$ cat config.mk
export PLATFORM = sky130hd
export DESIGN_NAME = uart_rx_os
export DESIGN_NICKNAME = d
export VERILOG_FILES = /design/src/rtl/uart_rx_os.sv
export SDC_FILE = /design/constraint.sdc
export NUM_CORES = 1
export LEC_CHECK = 0
export CAP_MARGIN = 10
export CORE_MARGIN = 2
export CORE_UTILIZATION = 35
export CTS_BUF_LIST = sky130_fd_sc_hd__clkbuf_8 sky130_fd_sc_hd__clkbuf_16
export CTS_CLUSTER_SIZE = 25
export DETAILED_ROUTE_END_ITERATION = 10
export GPL_ROUTABILITY_DRIVEN = 1
export SYNTH_ARGS = -nofsm -noshare
export SYNTH_HDL_FRONTEND = slang
export SYNTH_SLANG_ARGS = --single-unit
$ cat constraint.sdc
create_clock -name clk -period 2.7 [get_ports clk]
set_input_delay 0.27 -clock clk [delete_from_list [all_inputs] [get_ports clk]]
set_output_delay 0.27 -clock clk [all_outputs]
set_load 0.05 [all_outputs]
$ cat src/rtl/uart_rx_os.sv
// Oversampling UART receiver: 16x tick, 3-sample majority vote, configurable
// framing, error flags and a small first-word-fall-through output FIFO.
module uart_rx_os #(
  parameter int CLK_HZ     = 100_000_000,
  parameter int BAUD       = 115200,
  parameter int DATA_BITS  = 8,
  parameter int PARITY     = 0,
  parameter int STOP_BITS  = 1,
  parameter int FIFO_DEPTH = 4
) (
  input  logic                 clk,
  input  logic                 reset,
  input  logic                 rx,
  output logic [DATA_BITS-1:0] m_data,
  output logic                 m_perr,
  output logic                 m_ferr,
  output logic                 m_valid,
  input  logic                 m_ready,
  output logic                 overrun,
  output logic                 busy
);

  localparam int OS_DIV = (CLK_HZ + 8 * BAUD) / (16 * BAUD);
  localparam int TCW    = (OS_DIV > 1) ? $clog2(OS_DIV) : 1;
  localparam int IW     = $clog2(DATA_BITS);
  localparam int AW     = $clog2(FIFO_DEPTH);
  localparam int EW     = DATA_BITS + 2;

  typedef enum logic [2:0] {S_IDLE, S_START, S_DATA, S_PARITY, S_STOP} state_e;

  state_e               state_q, state_d;
  logic [1:0]           sync_q;
  logic                 rx_s;
  logic [TCW-1:0]       tcnt_q;
  logic                 tick;
  logic [3:0]           sc_q;
  logic [IW-1:0]        idx_q;
  logic                 stop_q;
  logic [1:0]           smp_q;
  logic [DATA_BITS-1:0] data_q;
  logic                 perr_q, ferr_q;
  logic                 vote, at_mid, at_end, last_data, last_stop;
  logic                 perr_n, ferr_n, push;
  logic [EW-1:0]        push_ent;

  // Two-flop synchroniser, reset to the idle line level.
  always_ff @(posedge clk or posedge reset) begin
    if (reset) sync_q <= 2'b11;
    else       sync_q <= {sync_q[0], rx};
  end
  assign rx_s = sync_q[1];

  assign tick = (tcnt_q == TCW'(OS_DIV - 1));
  always_ff @(posedge clk or posedge reset) begin
    if (reset)     tcnt_q <= '0;
    else if (tick) tcnt_q <= '0;
    else           tcnt_q <= tcnt_q + TCW'(1);
  end

  // Samples at sc=7 and 8 are held; the third comes live at sc=9.
  assign vote      = (smp_q[0] & smp_q[1]) | (smp_q[0] & rx_s) | (smp_q[1] & rx_s);
  assign at_mid    = tick && (sc_q == 4'd9);
  assign at_end    = tick && (sc_q == 4'd15);
  assign last_data = (idx_q == IW'(DATA_BITS - 1));
  assign last_stop = (STOP_BITS == 1) || stop_q;
  assign ferr_n    = ferr_q | ~vote;

  always_comb begin
    perr_n = 1'b0;
    if (PARITY == 1)      perr_n = ^{data_q, vote};
    else if (PARITY == 2) perr_n = ~(^{data_q, vote});
  end

  always_ff @(posedge clk or posedge reset) begin
    if (reset) state_q <= S_IDLE;
    else       state_q <= state_d;
  end

  always_comb begin
    state_d = state_q;
    case (state_q)
      S_IDLE:   if (tick && !rx_s) state_d = S_START;
      S_START:  if (at_mid && vote) state_d = S_IDLE;
                else if (at_end)    state_d = S_DATA;
      S_DATA:   if (at_end && last_data) state_d = (PARITY != 0) ? S_PARITY : S_STOP;
      S_PARITY: if (at_end) state_d = S_STOP;
      S_STOP:   if (at_mid && last_stop) state_d = S_IDLE;
      default:  state_d = S_IDLE;
    endcase
  end

  // Frame completes mid final stop bit so the next start edge is caught early.
  always_comb begin
    busy     = (state_q != S_IDLE);
    push     = (state_q == S_STOP) && at_mid && last_stop;
    push_ent = {ferr_n, perr_q, data_q};
  end

  always_ff @(posedge clk or posedge reset) begin
    if (reset) begin
      sc_q   <= '0;
      idx_q  <= '0;
      stop_q <= 1'b0;
      smp_q  <= 2'b11;
      data_q <= '0;
      perr_q <= 1'b0;
      ferr_q <= 1'b0;
    end else if (state_q == S_IDLE) begin
      sc_q   <= '0;
      idx_q  <= '0;
      stop_q <= 1'b0;
      perr_q <= 1'b0;
      ferr_q <= 1'b0;
    end else if (tick) begin
      sc_q <= sc_q + 4'd1;
      if (sc_q == 4'd7) smp_q[0] <= rx_s;
      if (sc_q == 4'd8) smp_q[1] <= rx_s;
      if (sc_q == 4'd9) begin
        case (state_q)
          S_DATA:   data_q[idx_q] <= vote;
          S_PARITY: perr_q <= perr_n;
          S_STOP:   ferr_q <= ferr_n;
          default: ;
        endcase
      end
      if (sc_q == 4'd15) begin
        if (state_q == S_DATA && !last_data) idx_q <= idx_q + IW'(1);
        if (state_q == S_STOP) stop_q <= 1'b1;
      end
    end
  end

  logic [EW-1:0] mem_q [FIFO_DEPTH];
  logic [AW:0]   wp_q, rp_q;
  logic          empty, full, pop, wr_en;

  assign empty   = (wp_q == rp_q);
  assign full    = (wp_q[AW] != rp_q[AW]) && (wp_q[AW-1:0] == rp_q[AW-1:0]);
  assign m_valid = ~empty;
  assign pop     = m_valid & m_ready;
  // A pop in the same cycle frees the slot, so a full FIFO still accepts.
  assign wr_en   = push & (~full | pop);
  assign overrun = push & full & ~pop;
  assign {m_ferr, m_perr, m_data} = mem_q[rp_q[AW-1:0]];

  always_ff @(posedge clk or posedge reset) begin
    if (reset) begin
      wp_q <= '0;
      rp_q <= '0;
      for (int i = 0; i < FIFO_DEPTH; i++) mem_q[i] <= '0;
    end else begin
      if (wr_en) begin
        mem_q[wp_q[AW-1:0]] <= push_ent;
        wp_q <= wp_q + (AW+1)'(1);
      end
      if (pop) rp_q <= rp_q + (AW+1)'(1);
    end
  end

endmodule
# Word level (Yosys, flattened, before mapping)

Cells that the tools add are included.
W data, S select, Z words.

Add/sub/neg operators: 5
$lt $le $gt $ge: 5
Equal/unequal tests: 18
Muxes and demuxes: 31
Bitwise logic cells: 18
Reduce and logical (&&, ||, !) cells: 27

Operators by type and width:

| cell                  | count |
|---|---|
| $bwmux W40            | 1 |
| $mux W10              | 3 |
| $mux W3               | 10 |
| $bmux W10 S2          | 1 |
| $demux W10 S2         | 1 |
| $pmux W3 S5           | 1 |
| $reduce_and A3 Y1     | 5 |
| $eq A4 B4 Y1 const B  | 3 |
| $reduce_bool A2 Y1    | 6 |
| $logic_and A1 B1 Y1   | 10 |
| $add A3 B1 Y3 const B | 3 |
| $mux W1               | 9 |
| $bwmux W8             | 1 |
| $mux W4               | 2 |
| $ne A2 B2 Y1 const B  | 4 |
| $and A1 B1 Y1         | 7 |
| $add A6 B1 Y6 const B | 1 |
| $eq A3 B2 Y1 const B  | 2 |
| $eq A3 B3 Y1 const B  | 2 |
| $eq A6 B6 Y1 const B  | 1 |
| $ge A3 B3 Y1 const B  | 2 |
| $mux W6               | 1 |
| $not A2 Y3            | 2 |
| $not A1 Y1            | 5 |
| other kinds (17)      | 21 |

Register bits after elaboration: 76
Input bits: 4
Output and inout bits: 13
Word-level logic and storage cells: 120

# Depth between registers and ports, before layout

Depth after elaboration: 9
Mapped depth: 7
Gate-level depth less buffers: 6

# Least setup slack after synthesis

No wires, ideal clock.

Path type: reg-to-output
Start point: register tcnt_q[1]
End point: output port overrun
Arrival: 2.285 ns
Data required time: 2.430 ns
Setup slack: 0.145 ns
Cell stages (with the launch flop): 7
Path buffers: 1
Path through: dfrtp_1 -> inv_1 -> ha_1 -> nand4b_1 -> nor3_2 -> buf_4 -> nor3b_1

Cells in the longest elaborated chain, start to end: 5

RTL lines:

| item                        | line | source |
|---|---|---|
| start: declaration          | 34   | `logic [TCW-1:0] tcnt_q;` |
| start signal: assignment    | 57   | `else tcnt_q <= tcnt_q + TCW'(1);` |
| $eq A6 B6 Y1                | 53   | `assign tick = (tcnt_q == TCW'(OS_DIV - 1));` |
| $logic_and A1 B1 Y1         | 62   | `assign at_mid = tick && (sc_q == 4'd9);` |
| $logic_and A1 B1 Y1         | 95   | `push = (state_q == S_STOP) && at_mid && last_stop;` |
| $and A1 B1 Y1 (2 in series) | 143  | `assign overrun = push & full & ~pop;` |
| end: declaration            | 19   | `output logic overrun,` |

No other way between the ends.

# Worst setup path after layout

Start point: register rp_q[0]
End point: output port m_data[2]

Cells in the longest elaborated chain, start to end: 4

RTL lines:

| item                                         | line | source |
|---|---|---|
| start: declaration                           | 134  | `logic [AW:0] wp_q, rp_q;` |
| start signal: assignment                     | 156  | `if (pop) rp_q <= rp_q + (AW+1)'(1);` |
| $not A2 Y3 (not written as such)             | 144  | `assign {m_ferr, m_perr, m_data} = mem_q[rp_q[AW-1:0]];` |
| $bmux W10 S2                                 | 144  |  |
| $mux W10 (not written as such) (2 in series) | 144  |  |
| end: declaration                             | 14   | `output logic [DATA_BITS-1:0] m_data,` |

No other way between the ends. The select of a mux whose other input is x is not followed.

==> impl_metrics.toml <==
[power]
cellInternalPower_mw = 1.73
ir_drop_mv = 0.280
net-switching-power_uw = 595
powerDensity_mw_per_mm2 = 581
p_sw_share_pct = 25.6
p_leak_nw = 1.75
clockPowerShare_pct = 39.4
seq_power_share_pct = 49.3
comb_power_share_pct = 11.3
finalPower_mw = 2.32

[place]
io_buffers = 15
dpl.hpwl_um = 4250
dp_cells = 403
gp_congestion = 0.749

[sta]
fin_tns_setup_ps = 0
finalCritPeriodShare_pct = 93.5
drv_slew = 0
rsz0062_at_grt = "no"
min_period_ps = 2530
max_freq_mhz = 396
hold_viol_final = 0
finClkSkew_ps = 12.7
finalSetupViolations = 0
slew_headroom_pct = 59.6
tightest_slew_ps = 605

[synth]
synth_top_area_share_pct = 48.5
syn-num-nets = 273
synth_area_per_cell_um2 = 13.4
synthArstFlopShare_pct = 100
synth-seq-cells = 71
yosys_warnings = 0
synth_area_leaders = "dfrtp_1 (49%), mux2_2 (16%), mux4_2 (5.9%), ha_1 (4.3%), dfstp_2 (3.0%)"
synthDistinctLibCells = 45
syn_inst = 257
yosysMostFrequentCell = "dfrtp_1"
yosysTopAreaCell = "dfrtp_1"
seq_area_frac_synth_pct = 51.6
synth_edf_count = 0
ys.flop_type = "dfrtp_1"
synth_common_cells = "dfrtp_1 (67), mux2_2 (48), nor2_1 (17)"
syn_area_mm2 = 0.00346

[cts]
clk_latency_ps = 350
cts_tree = "built"
clkTransAtPathRegs_ps = 80
ctsHtreeMaxLevel = 3
clock-sinks = 71
cts_buffers = 9
hold_buffers = 0
ctsResizeCount = 0
clock_path_buffers = 2
postCtsSetupBuffers = 0
root_buffer = "clkbuf_8"

[critical_path]
worstPathRequired_ps = 2430
critPathMaxFanout = 9
setup.worst_path.start_class = "flop"
crit_path_end_kind = "output port"
critPathKind = "flop to output port"
ff2ff_path_depth = 6
cp.arrival_ps = 2260

[routing]
firstDrtPassIters = 4
vias_per_cell = 4.91
vias = 2053
antenna_left = 0
drt-initial-drc-count = 65
routedWlPerCell_um = 14.9
post-route-drc-count = 0
routed_wl_um = 6220

[cells_and_area]
nets = 297
fin_cells = 418
fill_cells = 921
synthToLayoutAreaGrowth_pct = 15.6
postLayoutCoreUtil_pct = 41.3
antenna_cells = 0
drive_gt1_share_pct = 33.0

[job]
max_cap_violations = 0

[die]
die_w_um = 103
fp.dieH_um = 103
num_io_pins = 17
die_area_mm2 = 0.0107
core.rowCount = 36
coreArea_mm2 = 0.00968
initial_core_util_pct = 35.7

[global_routing]
antenna_found_initial = 0
grt_overflow = 0
grt_max_degree = 46
grt_pass1_vias = 2000
grt_pass1_wl_um = 10400
grtUsageTotal_pct = 13.2

[hold_path]
hp-class = "input pin to asynchronous set/reset pin"

[outcome]
outcome = "finished clean"
==> area by class of cell <==
type                            count  area, um2  area share, %
Tap cell                          133        166           4.16
Clock buffer                        9        124           3.10
Clock inverter                      6       86.3           2.16
Inverter                           10       37.5          0.939
Timing Repair Buffer               19        203           5.07
Sequential cell                    71       1780           44.6
Multi-Input combinational cell    170       1600           40.0
==> cell families after synthesis <==
group / synth area share, %
AO/OA/AOI/OAI: 1.81
buffers and inverters: 2.21
AND/OR/NAND/NOR: 14.0
flip-flops: 51.6
multiplexers: 22.1
other: 0.109
adder cells (fa/ha/maj): 4.63
XOR/XNOR: 3.55
==> worst max-delay path: stages (launching register included) <==
cell	delay [ps]
dfrtp_1	420
buf_4	260
mux4_2	520
clkdlybuf4s50_1	710
==> stage by stage <==
step,setup slack [ps],hold slack (ps),cell area (um2)
2_1_floorplan,145,274,3460
3_3_place_gp,546,346,3790
3_5_place_dp,514,347,3790
4_1_cts,133,322,4000
5_1_grt,8.96,311,4000
6_report,175,312,4000
==> flip-flops by register name, indices dropped and copies added, names as in the netlist, 2 cells and up <==
register and flops:
data_q 8, idx_q 3, mem_q 36, rp_q 3, sc_q 4, smp_q 2, state_q 3, sync_q 2
tcnt_q 6, wp_q 3
==> power by group through the flow <==
stage / combinational [mW] / sequential [mW] / clock (mW)
2_1_floorplan: 0.236 / 1.13 / 0
3_3_place_gp: 0.266 / 1.17 / 0
3_5_place_dp: 0.271 / 1.17 / 0
4_1_cts: 0.271 / 1.15 / 0.943
5_1_grt: 0.292 / 1.15 / 0.998
6_report: 0.263 / 1.15 / 0.914
==> placed cells by master, fill, tap and decap left out, drive strengths merged <==
| cell type | synthesis | layout |
|---|---|---|
| and3 | 1 | 1 |
| mux2i | 2 | 2 |
| clkbuf | 2 | 9 |
| nor3b | 2 | 2 |
| nand4b | 2 | 2 |
| ha | 12 | 12 |
| mux4 | 9 | 9 |
| or2 | 1 | 1 |
| buf | 4 | 5 |
| o22ai | 1 | 1 |
| nand3b | 3 | 3 |
| nor2 | 17 | 17 |
| nor4 | 2 | 2 |
| clkinv | 0 | 3 |
| a32o | 1 | 1 |
| o311ai | 1 | 1 |
| a31oi | 2 | 2 |
| clkdlybuf4s50 | 0 | 14 |
| nand4 | 6 | 6 |
| nor4b | 1 | 1 |
| or4b | 1 | 1 |
| nor2b | 3 | 3 |
| nand2 | 9 | 9 |
| a21oi | 1 | 1 |
| dfrtp | 67 | 67 |
| nand3 | 12 | 12 |
| conb | 1 | 1 |
| mux2 | 48 | 48 |
| xnor2 | 11 | 11 |
| maj3 | 1 | 1 |
| inv | 10 | 10 |
| clkinvlp | 0 | 1 |
| bufinv | 0 | 2 |
| dfstp | 4 | 4 |
| nand2b | 3 | 3 |
| xor2 | 3 | 3 |
| nor3 | 9 | 9 |
| o21ai | 4 | 4 |
| and2 | 1 | 1 |
==> per-layer routing <==
layer / up-vias / part of all wire [%] / global-route usage, %
met5: - / 0 / 0
met4: 0 / 3.0 / 6.98
met3: 15 / 3.3 / 3.97
met2: 40 / 47 / 20.0
met1: 1029 / 46 / 16.9
li1: 969 / - / -
==> worst paths after layout <==
check,start,to,slack (ps)
worst min register to register,sync_q[0]$_DFF_PP1_,sync_q[1]$_DFF_PP1_,360
min in group clk,rx,sync_q[0]$_DFF_PP1_,340
worst max-delay path,rp_q[0]$_DFFE_PP0P_,m_data[2],170
worst min-delay path,reset,mem_q[24]$_DFFE_PP0P_,310
max in group asynchronous,reset,sync_q[0]$_DFF_PP1_,1660
worst max register to register,tcnt_q[1]$_DFF_PP0_,mem_q[19]$_DFFE_PP0P_,540
Note: power is estimated with default switching activity, not from simulation.
